File: src/rtl/divider_pkg.sv
// Shared definitions for the sequential restoring divider.
// Holds the FSM state encoding, default operand widths and the step counter width.
// Optional feature elsewhere in the slice: DIVIDER_EARLY_OUT_EN.
package divider_pkg;

    localparam int DW_DEF = 8;                 // dividend / quotient width
    localparam int VW_DEF = 4;                 // divisor / remainder width
    localparam int CNT_W  = $clog2(DW_DEF);    // step counter width

    typedef enum logic [1:0] {
        IDLE = 2'd0,
        RUN  = 2'd1,
        DONE = 2'd2
    } state_t;

endpackage

File: src/rtl/div_step.sv
// One restoring-division step: shift in a dividend bit, trial-subtract the divisor.
// Latency: combinational.
// Backpressure: none; the caller decides when the result is registered.
module div_step
    import divider_pkg::*;
#(
    parameter int VW = VW_DEF
) (
    input  logic [VW:0]   rem_i,
    input  logic          bit_i,
    input  logic [VW-1:0] dvs_i,
    output logic [VW:0]   rem_o,
    output logic          q_o
);

    logic [VW+1:0] shifted;
    logic [VW+2:0] diff;

    // Shift the next bit in, then subtract with one spare bit so the sign is visible.
    always_comb begin
        shifted = {rem_i, bit_i};
        diff    = {1'b0, shifted} - (VW+3)'(dvs_i);
        q_o     = ~diff[VW+2];
        // The incoming remainder is always below the divisor, so the kept value fits VW+1 bits.
        rem_o   = q_o ? (VW+1)'(diff) : (VW+1)'(shifted);
    end

endmodule

File: src/rtl/divider_8b_seq.sv
// Sequential restoring divider (DW-bit dividend / VW-bit divisor), one quotient bit per cycle.
// Latency: out_valid rises DW+1 edges after accept (1 edge for early-out cases with DIVIDER_EARLY_OUT_EN).
// Backpressure: result held in DONE until out_ready; in_ready only in IDLE and never while rst is high.
module divider_8b_seq
    import divider_pkg::*;
#(
    parameter int DW = DW_DEF,
    parameter int VW = VW_DEF
) (
    input  logic          clk,
    input  logic          rst,
    input  logic          in_valid,
    output logic          in_ready,
    input  logic [DW-1:0] dividend,
    input  logic [VW-1:0] divisor,
    output logic          out_valid,
    input  logic          out_ready,
    output logic [DW-1:0] quotient,
    output logic [VW-1:0] remainder,
    output logic          div_zero
);

    localparam int CW = (DW > 1) ? $clog2(DW) : 1;

    state_t        state_q, state_d;
    logic [CW-1:0] cnt_q, cnt_d;
    logic [DW-1:0] dvd_q, dvd_d;      // dividend, rotated left once per step
    logic [VW-1:0] dvs_q, dvs_d;
    logic [VW:0]   rem_q, rem_d;      // partial remainder
    logic [DW-1:0] quo_q, quo_d;      // quotient shift register
    logic [DW-1:0] quotient_q, quotient_d;
    logic [VW-1:0] remainder_q, remainder_d;
    logic          div_zero_q, div_zero_d;
    logic          out_valid_q, out_valid_d;

    logic [VW:0]   step_rem;
    logic          step_q;
    logic          dvs_zero;

`ifdef DIVIDER_EARLY_OUT_EN
    logic          early_hit;
    assign early_hit = (divisor == '0) || (dividend < DW'(divisor));
`endif

    assign dvs_zero  = (dvs_q == '0);
    assign in_ready  = (state_q == IDLE) && !rst;
    assign out_valid = out_valid_q;
    assign quotient  = quotient_q;
    assign remainder = remainder_q;
    assign div_zero  = div_zero_q;

    // Single shared step unit, fed MSB-first from the rotating dividend register.
    div_step #(.VW(VW)) u_step (
        .rem_i (rem_q),
        .bit_i (dvd_q[DW-1]),
        .dvs_i (dvs_q),
        .rem_o (step_rem),
        .q_o   (step_q)
    );

    // Next-state, datapath and handshake decode.
    always_comb begin
        state_d     = state_q;
        cnt_d       = cnt_q;
        dvd_d       = dvd_q;
        dvs_d       = dvs_q;
        rem_d       = rem_q;
        quo_d       = quo_q;
        quotient_d  = quotient_q;
        remainder_d = remainder_q;
        div_zero_d  = div_zero_q;
        out_valid_d = out_valid_q;

        case (state_q)
            IDLE: begin
                if (in_valid) begin
                    dvd_d   = dividend;
                    dvs_d   = divisor;
                    rem_d   = '0;
                    quo_d   = '0;
                    cnt_d   = '0;
                    state_d = RUN;
`ifdef DIVIDER_EARLY_OUT_EN
                    // Quotient is zero and the dividend is already the remainder.
                    if (early_hit) begin
                        rem_d   = {1'b0, dividend[VW-1:0]};
                        state_d = DONE;
                    end
`endif
                end
            end

            RUN: begin
                rem_d = step_rem;
                quo_d = {quo_q[DW-2:0], step_q};
                // After DW rotations the dividend register is back to its original value.
                dvd_d = {dvd_q[DW-2:0], dvd_q[DW-1]};
                cnt_d = cnt_q + CW'(1);
                if (cnt_q == CW'(DW - 1)) begin
                    state_d = DONE;
                end
            end

            DONE: begin
                if (!out_valid_q) begin
                    // First DONE cycle: publish the result, forcing the divide-by-zero pattern.
                    out_valid_d = 1'b1;
                    div_zero_d  = dvs_zero;
                    quotient_d  = dvs_zero ? '1 : quo_q;
                    remainder_d = dvs_zero ? dvd_q[VW-1:0] : VW'(rem_q);
                end else if (out_ready) begin
                    out_valid_d = 1'b0;
                    state_d     = IDLE;
                end
            end

            default: state_d = IDLE;
        endcase
    end

    // State and datapath registers; reset discards any operation in flight.
    always_ff @(posedge clk) begin
        if (rst) begin
            state_q     <= IDLE;
            cnt_q       <= '0;
            dvd_q       <= '0;
            dvs_q       <= '0;
            rem_q       <= '0;
            quo_q       <= '0;
            quotient_q  <= '0;
            remainder_q <= '0;
            div_zero_q  <= 1'b0;
            out_valid_q <= 1'b0;
        end else begin
            state_q     <= state_d;
            cnt_q       <= cnt_d;
            dvd_q       <= dvd_d;
            dvs_q       <= dvs_d;
            rem_q       <= rem_d;
            quo_q       <= quo_d;
            quotient_q  <= quotient_d;
            remainder_q <= remainder_d;
            div_zero_q  <= div_zero_d;
            out_valid_q <= out_valid_d;
        end
    end

endmodule

File: config.mk
export PLATFORM = sky130hd
export DESIGN_NAME = divider_8b_seq
export DESIGN_NICKNAME = d
export VERILOG_FILES = /design/src/rtl/divider_pkg.sv /design/src/rtl/div_step.sv /design/src/rtl/divider_8b_seq.sv
export SDC_FILE = /design/constraint.sdc
export NUM_CORES = 1
export LEC_CHECK = 0
export ABC_AREA = 1
export CAP_MARGIN = 20
export CORE_UTILIZATION = 30
export DETAILED_ROUTE_END_ITERATION = 16
export DONT_BUFFER_PORTS = 1
export SYNTH_ARGS = -nofsm -noshare
export SYNTH_HDL_FRONTEND = slang
export SYNTH_SLANG_ARGS = --single-unit
File: constraint.sdc
create_clock -name clk -period 3.7 [get_ports clk]
set_input_delay 0.74 -clock clk [delete_from_list [all_inputs] [get_ports clk]]
set_output_delay 0.74 -clock clk [all_outputs]
set_load 0.02 [all_outputs]
After elaboration in Yosys (flattened, before gate mapping)

Index checks and enable logic that the tools add are counted.

Reductions and logical operators: 9
Add/sub/neg operators: 2
Muxes and demuxes: 18
Bitwise operators: 2
Eq/ne operators: 7

Operators with widths:

| operator                                                        | number |
|---|---|
| 8-bit one-hot mux with 2 select lines                           | 2 |
| 8-bit two-way mux                                               | 3 |
| 5-bit two-way mux                                               | 2 |
| 5-bit one-hot mux with 2 select lines                           | 1 |
| 2-bit two-way mux                                               | 4 |
| 2-bit != test, second input constant                            | 4 |
| 6-bit by 4-bit subtractor with 7-bit output                     | 1 |
| 2-bit one-hot mux with 3 select lines                           | 1 |
| 3-bit one-hot mux with 2 select lines                           | 1 |
| 2-bit AND reduction                                             | 3 |
| 4-bit zero test                                                 | 1 |
| 4-bit two-way mux                                               | 1 |
| 4-bit AND reduction                                             | 1 |
| 3-bit by 1-bit adder with 3-bit output, second input constant   | 1 |
| 3-bit == test, second input constant                            | 1 |
| 3-bit two-way mux                                               | 1 |
| 2-bit by 1-bit == test with 1-bit output, second input constant | 1 |
| 2-bit == test, second input constant                            | 1 |
| 2-bit zero test                                                 | 1 |
| 1-bit two-way mux                                               | 2 |
| 1-bit NOT                                                       | 2 |
| 2-bit nonzero test                                              | 1 |
| 1-bit logical AND                                               | 1 |
| 1-bit zero test                                                 | 1 |

Logic and storage cells: 48
Register bits after elaboration: 44
Input bits: 16
Output and inout port bits: 15

Longest topological paths before layout

Gate-level depths: netlist (run 1).

Depth in word-level cells: 3
Mapped depth: 10
Depth with buffers taken out: 10

Hierarchy

Synthesis (run 1) repeated with hierarchy kept, for this count alone.

Cell total of the unflattened synthesis: 305
Area, all modules: 2125.8 um2

Modules (own cells, without submodules):

| module         | cells an instance | area each (um2) | seq. area each (um2) | times used |
|---|---|---|---|---|
| divider_8b_seq | 256               | 1826.8          | 880.8                | 1 |
| div_step       | 49                | 299.0           | 0.0                  | 1 |

Worst setup path after synthesis (run 1)

Ideal clock, no wire load.

Kind: input to output
From: input port rst
To: output port in_ready
Stages: 2
Setup slack: 1682 ps
Buffers on the path: 1
Data arrival time: 1278 ps
Required time: 2960 ps
Cell sequence: buf_1 nor2_1

Word-level cells in the longest chain between the ends: 2

RTL lines:

| what              | line                 | RTL |
|---|---|---|
| from (decl)       | divider_8b_seq.sv:11 | `input logic rst,` |
| 1-bit zero test   | divider_8b_seq.sv:46 | `assign in_ready = (state_q == IDLE) && !rst;` |
| 1-bit logical AND | divider_8b_seq.sv:46 |  |
| to (decl)         | divider_8b_seq.sv:13 | `output logic in_ready,` |

No other way between the ends.

Worst setup path in the final report (run 1)

From: register state_q[1]
To: output port in_ready

Word-level cells in the longest chain between the ends: 2

RTL lines:

| what                   | line                  | RTL |
|---|---|---|
| from (decl)            | divider_8b_seq.sv:25  | `state_t state_q, state_d;` |
| from (signal assigned) | divider_8b_seq.sv:135 | `state_q <= state_d;` |
| 2-bit zero test        | divider_8b_seq.sv:46  |  |
| 1-bit logical AND      | divider_8b_seq.sv:46  |  |

No other way between the ends.

==> run_results.csv, run 1 <==
group,metric,value,unit
worst_setup_path,crit_path_end_kind,"output port",
clock_tree,ctsResizeCount,0,
worst_setup_path,r2r-start,"dvd_q[7]",
clock_tree,cts_tree,"done",
global_routing,grtUsageTotal,0.134,
timing,worstMarginPinSlew,632,ps
yosys,async_reset_ff_frac,0,
place,place_congestion,0.866,
routing,wl,4350,µm
timing,skew,7.79,ps
timing,finalSetupViolCount,0,
yosys,muxShareOfSynthArea,0,
yosys,syn_area,0.00205,mm²
routing,drtIter0Drc,60,
worst_setup_path,r2r_cells,10,
yosys,synth.ff_latch_count,44,
power,ir_drop,266,µV
routing,route.vias.total,1664,
clock_tree,clock_path_buffers,2,
layout,drive_gt1_frac,0.106,
yosys,synthAdderAreaFrac,0.0463,
yosys,seq_area_frac_synth,0.429,
timing,slew_headroom,0.578,
routing,wire_per_inst,12.7,µm
layout,area_delta_synth_final,5.24,%
yosys,synth.distinct_cells,29,
worst_setup_path,reg2reg_slack,1930,ps
power,p_per_area,530,mW/mm²
run_status,status,"finished, final reports clean",
job,maxCapViolations,0,
hold_path,hold_class,"reg -> reg",
yosys,yosysWarnings,0,
routing,vias_per_cell,4.88,
clock_tree,cts_inserted_buffers,5,
timing,fin_crit_sh,0.516,
yosys,synth_top_family_by_area,"simple AND/OR/NAND/NOR gates",
layout,final_core_util,0.334,
place,dp_hpwl,3010,µm
global_routing,grt_max_degree,29,
worst_setup_path,path_max_fanout,3,
timing,finalCriticalPeriod,1910,ps
clock_tree,clk_pin_slew_worst_paths,90,ps
global_routing,gr-total-overflow,0,
yosys,syn-mean-instance-area,7.69,µm²
layout,multi_input_area,953,µm²
yosys,synth_top_flop_cell,"dfxtp_1",
global_routing,grt-busiest-layer,"met2",
global_routing,grtUsageMet3,0.0462,
timing,hold_viol_final,0,
global_routing,grt_use_met2,0.220,
timing,setup_tns,0,ps
worst_setup_path,r2r_end,"rem_q[0]",
clock_tree,clock-root-buffer,"clkbuf_8",
yosys,synth_edf_count,0,
die,io_pins,31,
layout,seq_area,881,µm²
yosys,synth-xor-area-share,0.00427,
global_routing,grt_pass1_vias,1641,
yosys,synth_compound_area_frac,0.207,
global_routing,met1_usage,0.163,
die,core_area,0.00646,mm²
clock_tree,cts_sinks,44,
hold_path,min_to,"dvd_q[6]",
global_routing,grt_antenna_before_repair,0,
hold_path,hold-path-cell-count,2,
die,initial_utilization,0.318,
clock_tree,holdBufCountCts,0,
clock_tree,htreeDepth,2,
yosys,syn_inst,267,
timing,grt_setup_unrepaired,"no",
layout,fillers,701,
die,rows,29,
clock_tree,cts_setup_buffers,0,
routing,ant_nets,0,
yosys,yosys.area_share.simple,0.207,
routing,drc,0,
layout,num_antenna_cells,0,
worst_setup_path,path_class,"reg -> out",
die,die_h,84.7,µm
place,port-buffer-count,0,
timing,clock.fmax,524,MHz
global_routing,grt_pass1_wl,7620,µm
worst_setup_path,required,2960,ps
clock_tree,clk_latency,300,ps
worst_setup_path,arrival,1170,ps
worst_setup_path,critPathLaunchType,"register",
yosys,syn_nets,290,
hold_path,min-delay-start,"dvd_q[6]",
die,dieArea,0.00717,mm²
layout,most-common-layout-cells,"nand2_1 (56), dfxtp_1 (44), a21oi_1 (36), inv_1 (29), o21ai_0 (19)",
layout,final_common_cell,"nand2_1",
die,chipWidth,84.7,µm
layout,fin_nets,286,
power,cellLeakagePower,0.000884,µW
timing,report.final.slew_viol_count,0,
routing,firstDrtPassIters,4,
-- cells by family (layout without fill, tap and decap cells) --
logic type / count (synthesis) / count (layout)
adder cells (fa/ha/maj): 7 / 7
AND/OR/NAND/NOR: 93 / 93
XOR/XNOR: 1 / 1
buffers and inverters: 44 / 41
flip-flops: 44 / 44
AO/OA/AOI/OAI: 78 / 78
-- through the flow --
step / instances / hold slack, ps / cell area, µm² / power, µW / setup WS, ps
floorplan: 267 / 429 / 2050 / 800 / 1680
global placement: 333 / 439 / 2060 / 833 / 1900
detailed placement: 333 / 446 / 2060 / 837 / 1900
CTS: 341 / 458 / 2160 / 1160 / 1760
global route: 341 / 477 / 2160 / 1230 / 1720
finish: 341 / 457 / 2160 / 1140 / 1790
-- flip-flops by register name (all words and copies together), names as in the netlist --
| signal | flops |
|---|---|
| dvd_q | 8 |
| div_zero | 1 |
| rem_q | 5 |
| out_valid | 1 |
| state_q | 2 |
| quotient | 8 |
| quo_q | 8 |
| remainder | 4 |
| cnt_q | 3 |
| dvs_q | 4 |
-- worst max-delay path: stages, from the launching register on --
cell and delay (ps):
dfxtp_1 360, inv_1 120, nand2_1 80, nor2_1 310
-- area by class of cell --
cell class / count / share of cell area
inverter: 33 / 0.0608
clock buffer: 6 / 0.0382
multi-input combinational: 179 / 0.441
clock inverter: 2 / 0.00695
tap: 77 / 0.0446
sequential: 44 / 0.408
-- cells in the mapped netlist, types with 4 or more instances --
library cell  count  share of area
nand2_1          56           0.10
dfxtp_1          44           0.43
a21oi_1          36          0.088
inv_1            29          0.053
o21ai_0          19          0.046
nand3_1          12          0.029
nor2_1           12          0.022
o21ai_1          11          0.027
ha_1              6          0.037
nand2_2           6          0.018
a21oi_2           5          0.021
clkbuf_1          4         0.0073
o211ai_1          4          0.015
-- per-layer routing --
metal	vias to the layer above	part of all wire	wire length [µm]
met2	35	0.46	2010
met5	-	0	0
met3	2	0.055	238
li1	869	-	-
met4	0	0.0071	31
met1	758	0.48	2070
-- how the worst max path moves through the flow --
stage	startpoint	endpoint	cells after the start
4_1_cts	state_q[1]	in_ready	3
2_1_floorplan	rst	in_ready	2
5_1_grt	dvd_q[7]	rem_q[0]	10
6_report	state_q[1]	in_ready	3
3_5_place_dp	rst	in_ready	1
3_3_place_gp	rst	in_ready	1
-- power by group --
group	switching (µW)	total (µW)	internal, µW
Sequential	41.5	554	513
Combinational	179	270	91.7
Clock	168	320	151
No activity file was read; power rests on OpenSTA's default activity.
==> run 2, diff against run 1 <==
==> constraint.sdc (replaced) <==
create_clock -name clk -period 1.9 [get_ports clk]
set_input_delay 0.38 -clock clk [delete_from_list [all_inputs] [get_ports clk]]
set_output_delay 0.38 -clock clk [all_outputs]
set_load 0.02 [all_outputs]
==> run 2 against run 1 <==
  * Highest routed layer unchanged
  * Hold slack got worse by 320 ps
  * First-iteration DRC count is 33% higher
  * Cell count increased by 0.88%
  * Via count is 0.36% lower
  * Total power up 110%
  * Flip-flop and latch count unchanged
  * Utilization up 0.68 points
  * Cell area is 2.0% higher
  * Die area unchanged
  * Global-route usage down 0.43 points
==> run_results.csv, run 2 (synthesis gave the netlist of run 1 again) <==
group,metric,value,unit
run_status,status,"finished, final reports clean",
die,die_h,84.7,µm
die,rows,29,
timing,fin_crit_sh,0.918,
power,p_per_area,1070,mW/mm²
place,place_congestion,0.874,
layout,num_antenna_cells,0,
timing,finalSetupViolCount,0,
clock_tree,clock_path_buffers,2,
power,p_switching,778,µW
routing,drc,0,
power,sequentialPowerShare,0.456,
timing,holdWs,133,ps
layout,area_delta_synth_final,7.38,%
worst_setup_path,required,2140,ps
layout,finalNonFillerCells,344,
worst_setup_path,critPathLaunchType,"register",
worst_setup_path,cp_cell_sequence,"inv_1 -> ha_1 -> fa_1 -> inv_1 -> nand3_1 -> nand2_2 -> nand2_1 -> nand2_1 -> nand2_1 -> a21oi_1",
worst_setup_path,crit_path_start,"dvd_q[7]",
power,cellLeakagePower,0.000914,µW
clock_tree,htreeDepth,2,
clock_tree,cts_setup_buffers,0,
timing,skew,11.6,ps
die,io_pins,31,
clock_tree,cts_inserted_buffers,5,
global_routing,gr-total-overflow,0,
routing,wl,4260,µm
worst_setup_path,worst-path-buf-inv,2,
job,maxCapViolations,0,
worst_setup_path,cp_top_family,"adder cells",
hold_path,hold_class,"in -> reg",
worst_setup_path,slowest_delay,390,ps
clock_tree,cts_sinks,44,
hold_path,min-delay-start,"rst",
global_routing,grt_pass1_wl,7360,µm
clock_tree,clk_pin_slew_worst_paths,100,ps
global_routing,grt_antenna_before_repair,0,
die,dieArea,0.00717,mm²
timing,grt_setup_unrepaired,"no",
clock_tree,cts_tree,"done",
routing,drtIter0Drc,80,
clock_tree,clock-root-buffer,"clkbuf_8",
worst_setup_path,crit_path_top_delay_cell,"fa_1",
power,p_comb_frac,0.230,
routing,vias_per_cell,4.82,
layout,fin_nets,289,
routing,ant_nets,0,
timing,slew_headroom,0.612,
place,dp.cells,336,
timing,setup_tns,0,ps
layout,most-common-layout-cells,"nand2_1 (55), dfxtp_1 (44), a21oi_1 (36), inv_1 (29), o21ai_0 (19)",
clock_tree,clk_latency,300,ps
routing,wire_per_inst,12.4,µm
worst_setup_path,path_max_fanout,6,
layout,final_common_cell,"nand2_1",
layout,drive_gt1_frac,0.120,
place,port-buffer-count,0,
timing,finalCriticalPeriod,1740,ps
power,switching_share,0.329,
global_routing,grt_pass1_vias,1611,
power,clockPowerShare,0.314,
routing,route.vias.total,1658,
worst_setup_path,crit_path_end_kind,"register",
die,initial_utilization,0.318,
timing,report.final.slew_viol_count,0,
routing,firstDrtPassIters,4,
global_routing,grt_max_degree,29,
timing,hold_viol_final,0,
timing,worstMarginPinSlew,581,ps
die,chipWidth,84.7,µm
power,ir_drop,435,µV
power,p_int,1590,µW
worst_setup_path,critical-path-top-cell-by-count,"nand2_1",
place,dp_worst_setup_slack,119,ps
worst_setup_path,r2r-start,"dvd_q[7]",
place,dp_hpwl,3070,µm
timing,setup_slack,156,ps
die,core_area,0.00646,mm²
timing,clock.fmax,573,MHz
global_routing,grtUsageTotal,0.130,
worst_setup_path,path_class,"reg -> reg",
worst_setup_path,arrival,1980,ps
run 2: worst reg2reg max path, stage by stage, from the launching register on:
cell and delay, ps:
dfxtp_1 340, inv_1 60, ha_1 200, fa_1 390
inv_1 90, nand3_1 150, nand2_2 160, nand2_1 90
nand2_1 60, nand2_1 40, a21oi_1 100
run 2: area by class of cell:
| type | instances | area, µm² |
|---|---|---|
| inverters | 33 | 131 |
| clock buffers | 5 | 68.8 |
| flip-flops and latches | 44 | 881 |
| repair buffers | 3 | 22.5 |
| well taps | 77 | 96.3 |
| clock inverters | 3 | 47.5 |
| multi-input cells | 179 | 956 |
| fillers | 691 | 4260 |
run 2: layer usage:
| metal | vias up | global-route usage | wire length (µm) |
|---|---|---|---|
| met5 | - | 0 | 0 |
| met4 | 0 | 0.0462 | 51 |
| met3 | 5 | 0.0403 | 229 |
| met2 | 42 | 0.216 | 1990 |
| met1 | 741 | 0.159 | 1990 |
| li1 | 870 | - | - |
run 2: worst paths after layout:
check	to	slack, ps	cells past startpoint
setup / recovery	rem_q[0]	160	10
hold / removal	div_zero	130	1
setup reg to reg	rem_q[0]	160	10
hold reg to reg	dvd_q[6]	460	2
run 2: through the flow:
step / utilization / cell area (µm²) / power [µW]
final: 0.341 / 2200 / 2360
after global routing: 0.341 / 2200 / 2500
after CTS: 0.341 / 2200 / 2380
after detailed placement: 0.323 / 2080 / 1640
after global placement: 0.323 / 2080 / 1640
after floorplan: - / 2050 / 1560
run 2: power by group through the flow:
| stage | Clock (µW) | Sequential (µW) | Combinational (µW) |
|---|---|---|---|
| 2_1_floorplan | 0 | 1080 | 475 |
| 3_3_place_gp | 0 | 1100 | 536 |
| 3_5_place_dp | 0 | 1100 | 540 |
| 4_1_cts | 756 | 1080 | 542 |
| 5_1_grt | 783 | 1090 | 634 |
| 6_report | 742 | 1080 | 544 |
run 2: what timing repair did:
| item | CTS | global route |
|---|---|---|
| setup endpoints to repair | 0 | 1 |
| hold buffers | 0 | 0 |
| gates resized for setup | 0 | 1 |
==> run 3, diff against run 2 <==
--- a/config.mk
+++ b/config.mk
@@ -8,6 +8,7 @@
 export ABC_AREA = 1
 export CAP_MARGIN = 20
 export CORE_UTILIZATION = 30
+export CTS_CLUSTER_SIZE = 20
 export DETAILED_ROUTE_END_ITERATION = 16
 export DONT_BUFFER_PORTS = 1
 export SYNTH_ARGS = -nofsm -noshare
==> results of run 3 <==
Same layout as run 2: the final DEF is identical, and so are final timing and power.
==> patch: new RTL, flow settings as in run 3 <==
Make the reset (`rst`) asynchronous in one clocked block.
--- a/src/rtl/divider_8b_seq.sv
+++ b/src/rtl/divider_8b_seq.sv
@@ -121,3 +121,3 @@
     // State and datapath registers; reset discards any operation in flight.
-    always_ff @(posedge clk) begin
+    always_ff @(posedge clk or posedge rst) begin
         if (rst) begin
Behaviour: same outputs for any inputs over 10 cycles, from zero or initial values and one cycle with rst high; that may be too few to reach the edited logic, so the function may still have changed.
==> patch against run 3 <==
- worst setup slack gained 0.030 ns
- design area grew 4.5%
- synthesized cell count shrank 13%
- clock skew shrank 0.0022 ns
- hold slack lost 0.13 ns
- sequential cell count is the same
- maximum frequency grew 1.7%
- wire length shrank 2.8%
- synthesized area grew 0.85%
- critical path depth shrank 2
- critical endpoint is now rem_q[1]
Power is not compared: it rests on default switching activity, and its combinational part moved more than twofold at a synthesized area within 25%.
==> patch: results (changes against run 3) <==
synthesis:
  ys_types: 26  # -10%
  async_reset_ff_share_pct: 100  # +100 points
  yosysSeqAreaShare_pct: 53.2  # +10 points
  synthTopCellsByArea: "dfrtp_1, nand2_1, inv_1"
  syn-num-nets: 254  # -12%
  ys.flop_type: "dfrtp_1"
setup_path:
  slowest_stage: "dfrtp_1"
  cp_slowest_stage_delay_ns: 0.41  # +0.02 ns
  r2r_setup_slack_ns: 0.19  # +0.03 ns
  r2r-start: "dvs_q[0]"
  reg2reg_depth: 8  # -2
  cp.arrival_ns: 1.89  # -0.09 ns
global_route:
  grt_usage_pct: 12.8  # -0.17 points
  grt_pass1_vias: 1453  # -9.8%
  grt_pass1_wl_um: 7250  # -1.5%
  grt_max_degree: 45  # +55%
routing:
  vias: 1490  # -10%
  drt-total-wl_um: 4140  # -2.8%
run_status:
  status: "complete, no violations"
clock_tree:
  cts-root-buf: "clkbuf_8"
  cts_inserted_buffers: 5  # unchanged
finish:
  nNetsFinal: 260  # -10%
  regArea_mm2: 0.00110  # +25%
  multi_input_area_um2: 812  # -15%
  final-clk-cell-share_pct: 5.49  # +0.21 points
  buf_share_pct: 1.85  # +0.83 points
  clock_buffers: 7  # +2
  multi_input_gates: 149  # -17%
  drive_gt1_share_pct: 11.8  # -0.22 points
placed_design:
  place_congestion: 0.890  # +1.8%
  dp.final_hpwl_um: 3020  # -1.6%
timing:
  tightest_slew_ns: 0.403  # -0.178 ns
  finClkSkew_ns: 0.00937  # -0.00222 ns
  fin_hold_ws_ns: 0.00372  # -0.130 ns
min_path:
  holdCritPathClass: "in -> async"
-- patch: per-stage QoR --
stage,total power (uW),instance area (um^2),utilization (%),setup slack [ns],cells
floorplan,3350,2070,-,0.322,231
global placement,3740,2180,33.5,0.266,307
detailed placement,3770,2180,33.5,0.207,307
CTS,4560,2300,35.4,0.178,315
global route,4970,2300,35.4,0.0504,315
finish,4510,2300,35.4,0.185,315
-- patch: kinds of logic (layout without fill, tap and decap cells) --
family,after synthesis,after routing,share of synthesized area [%]
AO/OA/AOI/OAI,44,44,13.6
XOR/XNOR,1,1,0.423
adder cells (fa/ha/maj),7,7,4.59
buffers and inverters,38,45,7.56
flip-flops,44,44,53.2
multiplexers,1,1,0.544
AND/OR/NAND/NOR,96,96,20.1
-- patch: layer usage --
metal | global-route usage (%) | part of all wire [%] | up-vias
met5 | 0 | 0 | -
met4 | 3.70 | 1.1 | 0
met3 | 3.02 | 4.5 | 4
met2 | 18.4 | 43 | 28
met1 | 19.2 | 51 | 698
li1 | - | - | 760
